### src/rtl/pipe_hazard_tracker_pkg.sv
// Shared defaults and the stage-entry layout for the post-decode hazard tracker.
package pipe_hazard_tracker_pkg;

  localparam int ADDR_W_DEF = 4;
  localparam int PC_W_DEF   = 32;

  // Stage entry at the default widths of the ARM core. The tracker itself
  // re-declares this layout with its own ADDR_W/PC_W parameters.
  typedef struct packed {
    logic                  valid;
    logic                  wb_en;
    logic                  mem_r_en;
    logic [ADDR_W_DEF-1:0] dest;
    logic [PC_W_DEF-1:0]   pc;
  } stage_entry_t;

endpackage

### src/rtl/sat_counter.sv
// Up-counter that sticks at all-ones instead of wrapping.
module sat_counter #(
  parameter int CNT_W = 16
) (
  input  logic             clk,
  input  logic             rst_n,
  input  logic             inc_i,
  output logic [CNT_W-1:0] count_o
);

  logic [CNT_W-1:0] cnt_q;
  logic [CNT_W-1:0] cnt_d;

  // Next count: step only when requested and not already saturated.
  always_comb begin
    cnt_d = cnt_q;
    if (inc_i && (cnt_q != '1)) begin
      cnt_d = cnt_q + CNT_W'(1);
    end
  end

  // Count register.
  // NOTE: state registers use non-blocking assignments so every flop samples
  // the values from before the edge, independent of statement order.
  always_ff @(posedge clk or negedge rst_n) begin
    if (!rst_n) begin
      cnt_q <= '0;
    end else begin
      cnt_q <= cnt_d;
    end
  end

  assign count_o = cnt_q;

endmodule

### src/rtl/pipe_hazard_tracker.sv
// Tracks instructions past ID through DEPTH stages, raises the RAW stall
// request for ID/IF, passes branch flush through, and reports retirement.
module pipe_hazard_tracker
  import pipe_hazard_tracker_pkg::*;
#(
  parameter int DEPTH  = 3,
  parameter int ADDR_W = ADDR_W_DEF,
  parameter int PC_W   = PC_W_DEF,
  parameter int FWD_EN = 0,
  parameter int CNT_W  = 16
) (
  input  logic              clk,
  input  logic              rst,
  input  logic              id_valid,
  input  logic [ADDR_W-1:0] id_src1,
  input  logic [ADDR_W-1:0] id_src2,
  input  logic              id_two_src,
  input  logic              id_wb_en,
  input  logic              id_mem_r_en,
  input  logic [ADDR_W-1:0] id_dest,
  input  logic [PC_W-1:0]   id_pc,
  input  logic              branch_taken,
  output logic              hazard,
  output logic              flush,
  output logic [DEPTH-1:0]  stage_valid,
  output logic              retire_valid,
  output logic [PC_W-1:0]   retire_pc,
  output logic [ADDR_W-1:0] retire_dest,
  output logic              retire_wb_en,
  output logic [CNT_W-1:0]  stall_cnt,
  output logic [CNT_W-1:0]  retire_cnt
);

  typedef struct packed {
    logic              valid;
    logic              wb_en;
    logic              mem_r_en;
    logic [ADDR_W-1:0] dest;
    logic [PC_W-1:0]   pc;
  } entry_t;

  entry_t stage_q [DEPTH];
  entry_t stage_d [DEPTH];
  entry_t id_entry;
  logic   raw_match;
  logic   accept;

  // An in-flight entry produces src if it will write that register.
  function automatic logic produces(input entry_t e, input logic [ADDR_W-1:0] src);
    return e.valid & e.wb_en & (e.dest == src);
  endfunction

  // RAW detection. Without forwarding every stage but the last (WB) is checked;
  // the register file writes before it reads, so WB never needs a stall.
  // With forwarding only a load sitting in EXE can't be bypassed in time.
  // NOTE: every signal assigned here gets a default first so no path leaves
  // it unassigned, which would otherwise infer a latch.
  always_comb begin
    raw_match = 1'b0;
    if (FWD_EN != 0) begin
      raw_match = stage_q[0].mem_r_en &
                  (produces(stage_q[0], id_src1) |
                   (id_two_src & produces(stage_q[0], id_src2)));
    end else begin
      for (int k = 0; k < DEPTH - 1; k++) begin
        raw_match = raw_match | produces(stage_q[k], id_src1) |
                    (id_two_src & produces(stage_q[k], id_src2));
      end
    end
  end

  // A taken branch squashes ID, so it overrides any stall request.
  assign hazard = id_valid & ~branch_taken & raw_match;
  assign flush  = branch_taken;
  assign accept = id_valid & ~hazard & ~branch_taken;

  // Entry built from the instruction currently in ID.
  always_comb begin
    id_entry          = '0;
    id_entry.valid    = 1'b1;
    id_entry.wb_en    = id_wb_en;
    id_entry.mem_r_en = id_mem_r_en;
    id_entry.dest     = id_dest;
    id_entry.pc       = id_pc;
  end

  // Shift: stage 0 takes ID or a bubble; older stages move down unconditionally.
  always_comb begin
    stage_d[0] = accept ? id_entry : entry_t'('0);
    for (int k = 1; k < DEPTH; k++) begin
      stage_d[k] = stage_q[k-1];
    end
  end

  // Stage registers.
  // NOTE: the whole stage array is reset, not just the valid bits, because
  // dest/pc feed retire outputs that must read 0 after reset.
  always_ff @(posedge clk or negedge rst) begin
    if (!rst) begin
      stage_q <= '{default: '0};
    end else begin
      stage_q <= stage_d;
    end
  end

  // Per-stage valid vector, bit 0 = EXE.
  always_comb begin
    stage_valid = '0;
    for (int k = 0; k < DEPTH; k++) begin
      stage_valid[k] = stage_q[k].valid;
    end
  end

  assign retire_valid = stage_q[DEPTH-1].valid;
  assign retire_pc    = stage_q[DEPTH-1].pc;
  assign retire_dest  = stage_q[DEPTH-1].dest;
  assign retire_wb_en = stage_q[DEPTH-1].wb_en;

  sat_counter #(.CNT_W(CNT_W)) u_stall_cnt (
    .clk     (clk),
    .rst_n   (rst),
    .inc_i   (hazard),
    .count_o (stall_cnt)
  );

  sat_counter #(.CNT_W(CNT_W)) u_retire_cnt (
    .clk     (clk),
    .rst_n   (rst),
    .inc_i   (retire_valid),
    .count_o (retire_cnt)
  );

endmodule

### config.mk
export PLATFORM = sky130hd
export DESIGN_NAME = pipe_hazard_tracker
export DESIGN_NICKNAME = d
export VERILOG_FILES = /design/src/rtl/pipe_hazard_tracker_pkg.sv /design/src/rtl/sat_counter.sv /design/src/rtl/pipe_hazard_tracker.sv
export SDC_FILE = /design/constraint.sdc
export NUM_CORES = 1
export LEC_CHECK = 0
export CAP_MARGIN = 5
export CORE_UTILIZATION = 35
export DETAILED_ROUTE_END_ITERATION = 12
export MAX_ROUTING_LAYER = met4
export PLACE_DENSITY = 0.58
export SLEW_MARGIN = 20
export SYNTH_ARGS = -nofsm -noshare
export SYNTH_HDL_FRONTEND = slang
export SYNTH_HIERARCHICAL = 1
export SYNTH_SLANG_ARGS = --single-unit
### constraint.sdc
create_clock -name clk -period 5.25 [get_ports clk]
set_clock_uncertainty 0.05 [all_clocks]
set_input_delay 1.05 -clock clk [delete_from_list [all_inputs] [get_ports clk]]
set_output_delay 1.05 -clock clk [all_outputs]
set_load 0.01 [all_outputs]
==> impl_metrics.env, run 1 <==
export IMPL_final_max_slew_viol_count=0
export IMPL_clock_root_buffer="clkbuf_16"
export IMPL_die_area_um2=15500
export IMPL_slew_headroom=0.352
export IMPL_path_cells="clkdlybuf4s50_1, xnor2_1, nand4_1, o41ai_4, o21a_1, clkdlybuf4s50_1"
export IMPL_synth_net_count=429
export IMPL_p_comb_frac=0.083
export IMPL_worst_pin_slew_ps=972
export IMPL_antenna_found_initial=0
export IMPL_cts_tree="built"
export IMPL_min_period_ps=4230
export IMPL_clock_latency_ps=410
export IMPL_drive_above_1_share=0.119
export IMPL_yosys_mux_area_fraction=0.00429
export IMPL_cts_buffers=17
export IMPL_synthAdderAreaFrac=0.00477
export IMPL_vias=3387
export IMPL_rows=44
export IMPL_nFillCells=1262
export IMPL_setup_tns_ps=0
export IMPL_worstPathArrival_ps=3130
export IMPL_hp_class="flop to flop"
export IMPL_synth_seq_cells=146
export IMPL_ys_warn_count=6
export IMPL_grt_max_degree=110
export IMPL_coreArea_um2=14600
export IMPL_status="complete, no violations"
export IMPL_io_pin_count=126
export IMPL_yosys_area_share_simple=0.174
export IMPL_cp_start_kind="input port"
export IMPL_power_w=0.00265
export IMPL_synthCells=376
export IMPL_drtIter0Drc=230
export IMPL_hpwl_um=7150
export IMPL_ctsHoldBuffers=0
export IMPL_overflow=0
export IMPL_place_gp_congestion=0.846
export IMPL_start_util=0.360
export IMPL_cellLeakagePower_nw=3.31
export IMPL_p_sw_w=0.000639
export IMPL_wirelength_um=10700
export IMPL_path_class="input port to primary output"
export IMPL_area_growth_pct=38.5
export IMPL_cts_resized=0
export IMPL_avgRoutedWirePerCell_um=15.2
export IMPL_critPathCaptureType="primary output"
export IMPL_crit_required_ps=4150
export IMPL_cap_violations=0
export IMPL_synth_compound_area_frac=0.0503
export IMPL_p_per_area_nw_per_um2=365
export IMPL_htree_levels=4
export IMPL_yosysSeqAreaShare=0.696
export IMPL_synth_xor_area_frac=0.0500
export IMPL_p_sw_frac=0.241
export IMPL_power_share_clock=0.454
export IMPL_pre_cts_slack_ps=991
export IMPL_synth_top_family_by_area="simple AND/OR/NAND/NOR gates"
export IMPL_nets=560
export IMPL_clock_sinks=146
export IMPL_fin_util=0.498
export IMPL_cts_setup_buffers=0
export IMPL_stdcell_area_um2=7270
export IMPL_setup_viol=0
export IMPL_avgSynthCellArea_um2=14.0
export IMPL_fin_crit_sh=0.806
export IMPL_worst_path_most_repeated_cell="clkdlybuf4s50_1"
export IMPL_die_h_um=124
export IMPL_place_area_um2=6670
export IMPL_slowest_delay_ps=610
export IMPL_critPathMaxFanout=6
export IMPL_grtUsageTotal=0.154
export IMPL_dr_pass1_iters=6
export IMPL_p_int_w=0.00201
export IMPL_synth_cell_types=37
export IMPL_irDropWorstVdd_v=0.000215
export IMPL_syn_cell_area_um2=5250
export IMPL_critPathSlowestCell="clkdlybuf4s50_1"
export IMPL_hold_viol_final=0
export IMPL_drc_errors=0
export IMPL_cts_max_path_buffers=2
export IMPL_path_clk_slew_ps=60
export IMPL_via_per_inst=4.81
export IMPL_grt_pass1_vias=3435
export IMPL_drtAntennaViolNets=0
export IMPL_io_buffers=124
export IMPL_rsz0062_at_grt="no"
export IMPL_diodes=0
export IMPL_fin_ws_ps=1020
export IMPL_die_w_um=124
export IMPL_max_freq_mhz=236
export IMPL_seq_power_share=0.463
export IMPL_grt_pass1_wl_um=17900
## cells in the mapped netlist, drive strengths merged
| cell | number | area (µm²) |
|---|---|---|
| o31ai | 3 | 55.1 |
| a32oi | 2 | 17.5 |
| mux2 | 2 | 22.5 |
| nor2 | 6 | 27.5 |
| xnor2 | 16 | 140 |
| nor4b | 1 | 15.0 |
| dfrtp | 146 | 3650 |
| nand4 | 23 | 186 |
| o21a | 11 | 82.6 |
| o21ai | 2 | 10.0 |
| clkbuf | 2 | 7.51 |
| o211ai | 2 | 15.0 |
| xor2 | 14 | 123 |
| and3 | 4 | 25.0 |
| nor4 | 4 | 85.1 |
| buf | 14 | 100 |
| nor2b | 1 | 6.26 |
| o41ai | 1 | 16.3 |
| ha | 2 | 25.0 |
| and4b | 2 | 20.0 |
| nand2 | 45 | 169 |
| nor3 | 41 | 225 |
| nand3 | 14 | 95.1 |
| and4 | 6 | 60.1 |
| a21oi | 6 | 30.0 |
| a31oi | 6 | 37.5 |
## power groups by stage
stage                     registers [W]  logic (W)  clock network [W]
after floorplan                 0.00125  0.0000617                  0
after global placement          0.00125   0.000219                  0
after detailed placement        0.00125   0.000222                  0
after CTS                       0.00123   0.000224            0.00124
after global routing            0.00124   0.000240            0.00129
final                           0.00123   0.000219            0.00120
## kinds of logic after synthesis
| group | count (synthesis) |
|---|---|
| compound gates | 33 |
| xor+xnor | 30 |
| fa+ha+maj | 2 |
| buf+inv | 16 |
| flops | 146 |
| mux | 2 |
| simple gates | 147 |
## path summary, 6_finish.rpt
kind	startpoint	endpoint	slack (ps)	depth (start not counted)
worst max-delay path	id_src2[1]	hazard	1020	6
worst min-delay path	stage_d[63]	stage_d[24]	290	0
worst max register to register	stage_d[74]	u_stall_cnt/count_o[7]	2850	9
worst min register to register	stage_d[63]	stage_d[24]	290	0
max in group asynchronous	rst	u_retire_cnt/count_o[10]	3440	2
min in group asynchronous	rst	u_stall_cnt/count_o[11]	660	1
## metal layers
metal	part of all wire	up-vias	GRT usage
met2	0.47	104	0.223
met5	0	-	-
li1	-	1595	-
met4	0.013	0	0.0652
met3	0.048	13	0.0404
met1	0.47	1675	0.205
## flip-flops by register name, summed over array words and instances (netlist names)
register and count:
retire_wb_en 1, retire_pc 32, stage_d 74, retire_valid 1, stage_valid 2, u_retire_cnt/count_o 16
retire_dest 4, u_stall_cnt/count_o 16
## cell type report
class / count / area (µm²) / share of cell area
sequential: 146 / 3650 / 0.503
multi-input combinational: 214 / 1520 / 0.209
timing repair buffer: 128 / 1270 / 0.175
clock buffer: 18 / 429 / 0.0590
tap: 184 / 230 / 0.0317
clock inverter: 14 / 168 / 0.0231
## critical path, delay by kind of cell
kind	cells	cell delay [ps]
and+or+nand+nor	1	170
buffers and inverters	2	1140
xor gates and xnor gates	1	140
AOI/OAI and AO/OA	2	620
## cells in the final DEF, fill, tap and decap left out, types with 3 or more instances in the layout
cell type        instances
a31oi_1                  6
a21oi_1                  6
nor4_4                   4
clkdlybuf4s50_1        123
inv_8                    3
nor2_1                   4
o21a_1                  11
nor3_2                   4
nand2_1                 45
xor2_1                  14
nor3_1                  37
clkinvlp_4               4
o31ai_4                  3
dfrtp_1                146
inv_6                    4
buf_4                    4
clkbuf_16               17
and3_1                   4
xnor2_1                 16
nand4_1                 19
nand3_1                 12
## per-stage QoR
step	hold WS, ps	instances
after floorplan	281	376
after global placement	281	672
after detailed placement	285	672
after CTS	297	704
after global routing	302	704
final	292	704
Note: power is estimated with default switching activity, not from simulation.
==> run 2: changes to the inputs <==
--- a/config.mk
+++ b/config.mk
@@ -9,7 +9,7 @@
 export CORE_UTILIZATION = 35
 export DETAILED_ROUTE_END_ITERATION = 12
 export MAX_ROUTING_LAYER = met4
-export PLACE_DENSITY = 0.58
+export PLACE_DENSITY = 0.6
 export SLEW_MARGIN = 20
 export SYNTH_ARGS = -nofsm -noshare
 export SYNTH_HDL_FRONTEND = slang
==> constraint.sdc (replaced) <==
create_clock -name clk -period 3.5 [get_ports clk]
set_clock_uncertainty 0.05 [all_clocks]
set_input_delay 0.7 -clock clk [delete_from_list [all_inputs] [get_ports clk]]
set_output_delay 0.7 -clock clk [all_outputs]
set_load 0.01 [all_outputs]
==> impl_metrics.env, run 2 (synthesis results as in run 1) <==
export IMPL_worstPathArrival_ps=2630
export IMPL_cp_start_kind="input port"
export IMPL_wirelength_um=10700
export IMPL_clock_root_buffer="clkbuf_16"
export IMPL_crit_family="buffers and inverters"
export IMPL_die_h_um=124
export IMPL_final_cell_mix="dfrtp_1 (146), clkdlybuf4s50_1 (123), nand2_1 (45)"
export IMPL_drive_above_1_share=0.123
export IMPL_cts_tree="built"
export IMPL_via_per_inst=4.80
export IMPL_power_w=0.00395
export IMPL_top_layer_used="met4"
export IMPL_fin_crit_sh=0.966
export IMPL_rsz0062_at_grt="no"
export IMPL_grt_pass1_vias=3420
export IMPL_whs_ps=212
export IMPL_p_per_area_nw_per_um2=542
export IMPL_path_clk_slew_ps=60
export IMPL_place_gp_congestion=0.800
export IMPL_critPathSlowestCell="clkdlybuf4s50_1"
export IMPL_slew_headroom=0.614
export IMPL_cts_setup_buffers=0
export IMPL_path_class="input port to primary output"
export IMPL_start_util=0.360
export IMPL_cap_violations=0
export IMPL_cts_buffers=17
export IMPL_grt_pass1_wl_um=17800
export IMPL_crit_required_ps=2750
export IMPL_vias=3391
export IMPL_layout_commonest_cell="dfrtp_1"
export IMPL_critPathMaxFanout=2
export IMPL_ctsHoldBuffers=0
export IMPL_setup_viol=0
export IMPL_diodes=0
export IMPL_drc_errors=0
export IMPL_coreArea_um2=14600
export IMPL_setup_tns_ps=0
export IMPL_grtUsageTotal=0.154
export IMPL_wl_met2_um=5030
export IMPL_cts_resized=0
export IMPL_grt_max_degree=64
export IMPL_path_cells="clkdlybuf4s50_1, xor2_1, nor3_1, nand4_1, o31ai_4, o21a_1, clkdlybuf4s50_1"
export IMPL_drtAntennaViolNets=0
export IMPL_dr_wl_met3_um=492
export IMPL_area_growth_pct=38.9
export IMPL_worst_pin_slew_ps=579
export IMPL_clock_sinks=146
export IMPL_min_period_ps=3380
export IMPL_htree_levels=4
export IMPL_max_freq_mhz=296
export IMPL_overflow=0
export IMPL_die_area_um2=15500
export IMPL_status="complete, no violations"
export IMPL_slowest_delay_ps=570
export IMPL_critPathCaptureType="primary output"
export IMPL_largest_reg_flops=74
export IMPL_irDropWorstVdd_v=0.000286
export IMPL_io_pin_count=126
export IMPL_cellLeakagePower_nw=3.33
export IMPL_io_buffers=124
export IMPL_met1_length_um=5060
export IMPL_drtIter0Drc=140
export IMPL_rows=44
export IMPL_worst_path_most_repeated_cell="clkdlybuf4s50_1"
export IMPL_antenna_found_initial=0
export IMPL_clock_latency_ps=410
export IMPL_hp_class="input port to async pin"
export IMPL_nets=562
export IMPL_die_w_um=124
export IMPL_avgRoutedWirePerCell_um=15.2
export IMPL_hpwl_um=7230
export IMPL_hold_viol_final=0
export IMPL_fin_ws_ps=118
export IMPL_final_max_slew_viol_count=0
export IMPL_cts_max_path_buffers=2
export IMPL_pre_cts_slack_ps=88.9
export IMPL_cp_num_buf_inv=2
export IMPL_dr_pass1_iters=4
==> run 2: worst paths after layout <==
path                                  start                      end  slack [ps]  depth (start not counted)
worst min-delay path                    rst  u_stall_cnt/count_o[10]         210                          1
worst max register to register  stage_d[74]   u_stall_cnt/count_o[7]        1120                         10
min in group clk                stage_d[65]              stage_d[26]         290                          0
max in group asynchronous               rst  u_retire_cnt/count_o[3]        2380                          2
worst max-delay path             id_src1[0]                   hazard         120                          7
worst min register to register  stage_d[65]              stage_d[26]         290                          0
==> run 2: per-layer routing <==
layer  up-vias  GRT usage
met1      1683      0.201
met3        12     0.0438
met4         0     0.0709
met5         -          -
li1       1595          -
met2       101      0.222
==> run 2: final cells by class <==
type,count,area (µm²)
clock buffer,19,443
tap,184,230
multi-input combinational,214,1520
timing repair buffer,130,1300
sequential,146,3650
fill,1231,7300
clock inverter,13,150
==> run 2: metrics by stage <==
stage / cell area [µm²] / std cells / util
6_report: 7290 / 706 / 0.500
5_1_grt: 7290 / 706 / 0.500
4_1_cts: 7290 / 706 / 0.500
3_5_place_dp: 6700 / 674 / 0.459
3_3_place_gp: 6700 / 674 / 0.459
2_1_floorplan: 5250 / 376 / -
==> run 2: where the power goes <==
group	switching (W)	internal, W
registers	0.0000762	0.00177
clock network	0.000700	0.00108
logic	0.000147	0.000181
==> run 3: changes to the inputs <==
--- a/config.mk
+++ b/config.mk
@@ -6,10 +6,13 @@
 export NUM_CORES = 1
 export LEC_CHECK = 0
 export CAP_MARGIN = 5
+export CORE_MARGIN = 2
 export CORE_UTILIZATION = 35
 export DETAILED_ROUTE_END_ITERATION = 12
+export HOLD_SLACK_MARGIN = 0.05
 export MAX_ROUTING_LAYER = met4
 export PLACE_DENSITY = 0.6
+export SKIP_CTS_REPAIR_TIMING = 1
 export SLEW_MARGIN = 20
 export SYNTH_ARGS = -nofsm -noshare
 export SYNTH_HDL_FRONTEND = slang
==> impl_metrics.env, run 3 (synthesis results as in run 1) <==
export IMPL_p_per_area_nw_per_um2=547
export IMPL_multi_input_area_um2=1520
export IMPL_path_class="input port to primary output"
export IMPL_clock_latency_ps=410
export IMPL_drtIter0Drc=254
export IMPL_path_clk_slew_ps=60
export IMPL_worst_pin_slew_ps=838
export IMPL_drtAntennaViolNets=0
export IMPL_grt_max_degree=92
export IMPL_cp_start_kind="input port"
export IMPL_fin_cells=705
export IMPL_overflow=0
export IMPL_htree_levels=4
export IMPL_largest_reg_flops=74
export IMPL_hp_class="input port to async pin"
export IMPL_start_util=0.360
export IMPL_final_max_slew_viol_count=0
export IMPL_pre_cts_slack_ps=108
export IMPL_cellLeakagePower_nw=3.33
export IMPL_status="complete, no violations"
export IMPL_critPathMaxFanout=2
export IMPL_power_w=0.00399
export IMPL_setup_viol=0
export IMPL_worstPathArrival_ps=2620
export IMPL_die_w_um=126
export IMPL_seq_area_um2=3650
export IMPL_nets=562
export IMPL_slew_headroom=0.441
export IMPL_die_h_um=126
export IMPL_max_freq_mhz=297
export IMPL_io_pin_count=126
export IMPL_grtUsageTotal=0.151
export IMPL_vias=3452
export IMPL_cap_violations=0
export IMPL_cts_max_path_buffers=2
export IMPL_irDropWorstVdd_v=0.000281
export IMPL_min_period_ps=3370
export IMPL_grt_pass1_vias=3512
export IMPL_drive_above_1_share=0.123
export IMPL_dp_cells=673
export IMPL_setup_tns_ps=0
export IMPL_cts_buffers=17
export IMPL_clock_sinks=146
export IMPL_drc_errors=0
export IMPL_layout_commonest_cell="dfrtp_1"
export IMPL_rows=44
export IMPL_via_per_inst=4.90
export IMPL_hpwl_um=7350
export IMPL_fin_ws_ps=129
export IMPL_fin_crit_sh=0.963
export IMPL_critPathCaptureType="primary output"
export IMPL_nFillCells=1235
export IMPL_final_cell_mix="dfrtp_1 (146), clkdlybuf4s50_1 (123), nand2_1 (45)"
export IMPL_dr_pass1_iters=4
export IMPL_area_growth_pct=39.2
export IMPL_grt_pass1_wl_um=18100
export IMPL_coreArea_um2=14600
export IMPL_io_buffers=124
export IMPL_hold_viol_final=0
export IMPL_cts_tree="built"
export IMPL_rsz0062_at_grt="no"
export IMPL_clock_root_buffer="clkbuf_16"
export IMPL_wirelength_um=11000
export IMPL_place_gp_congestion=0.839
export IMPL_reg2regPathDepth=11
export IMPL_crit_required_ps=2750
export IMPL_die_area_um2=16000
export IMPL_avgRoutedWirePerCell_um=15.6
export IMPL_fin_util=0.501
export IMPL_diodes=0
export IMPL_antenna_found_initial=0
## run 3: cell count changes in the layout (fill, tap and decap cells not counted), sizes merged
| cell | previous run | this run |
|---|---|---|
| clkinvlp | 2 | 3 |
| inv | 4 | 1 |
| bufinv | 2 | 3 |
## run 3: final timing paths
check,endpoint,startpoint,slack (ps)
worst max-delay path,hazard,id_src2[3],130
worst min-delay path,retire_dest[3],rst,290
worst max register to register,u_stall_cnt/count_o[5],stage_d[74],1010
worst min register to register,stage_d[25],stage_d[64],290
max in group asynchronous,retire_pc[30],rst,2270
min in group clk,stage_d[25],stage_d[64],290
## run 3: per-stage QoR
step,instance area (µm²),hold slack [ps]
2_1_floorplan,5250,281
5_1_grt,7310,299
6_report,7310,293
3_3_place_gp,6690,281
4_1_cts,7290,297
3_5_place_dp,6690,285
## run 3: where the power goes
group          switching, W  leakage (nW)  total [W]  internal [W]
clock network      0.000684         0.285    0.00182       0.00114
logic              0.000150          1.07   0.000331      0.000181
registers         0.0000732          1.97    0.00184       0.00177
total              0.000907          3.33    0.00399       0.00309
## run 3: layer usage
metal	up-vias	GRT usage	wire length (µm)	part of all wire
met2	115	0.218	5160	0.47
met1	1726	0.201	5140	0.47
li1	1601	-	-	-
met5	-	-	0	0
met3	10	0.0464	566	0.052
met4	0	0.0549	113	0.010
## run 3: cell type report
class / instances / area share
sequential: 146 / 0.500
multi-input combinational: 214 / 0.208
timing repair buffer: 130 / 0.178
clock buffer: 19 / 0.0606
tap: 184 / 0.0315
clock inverter: 12 / 0.0216
## run 3: worst max-delay path, stage by stage
cell             delay, ps
clkdlybuf4s50_1        530
xnor2_1                140
nand3_1                140
o31ai_4                310
o21a_1                 230
clkdlybuf4s50_1        570
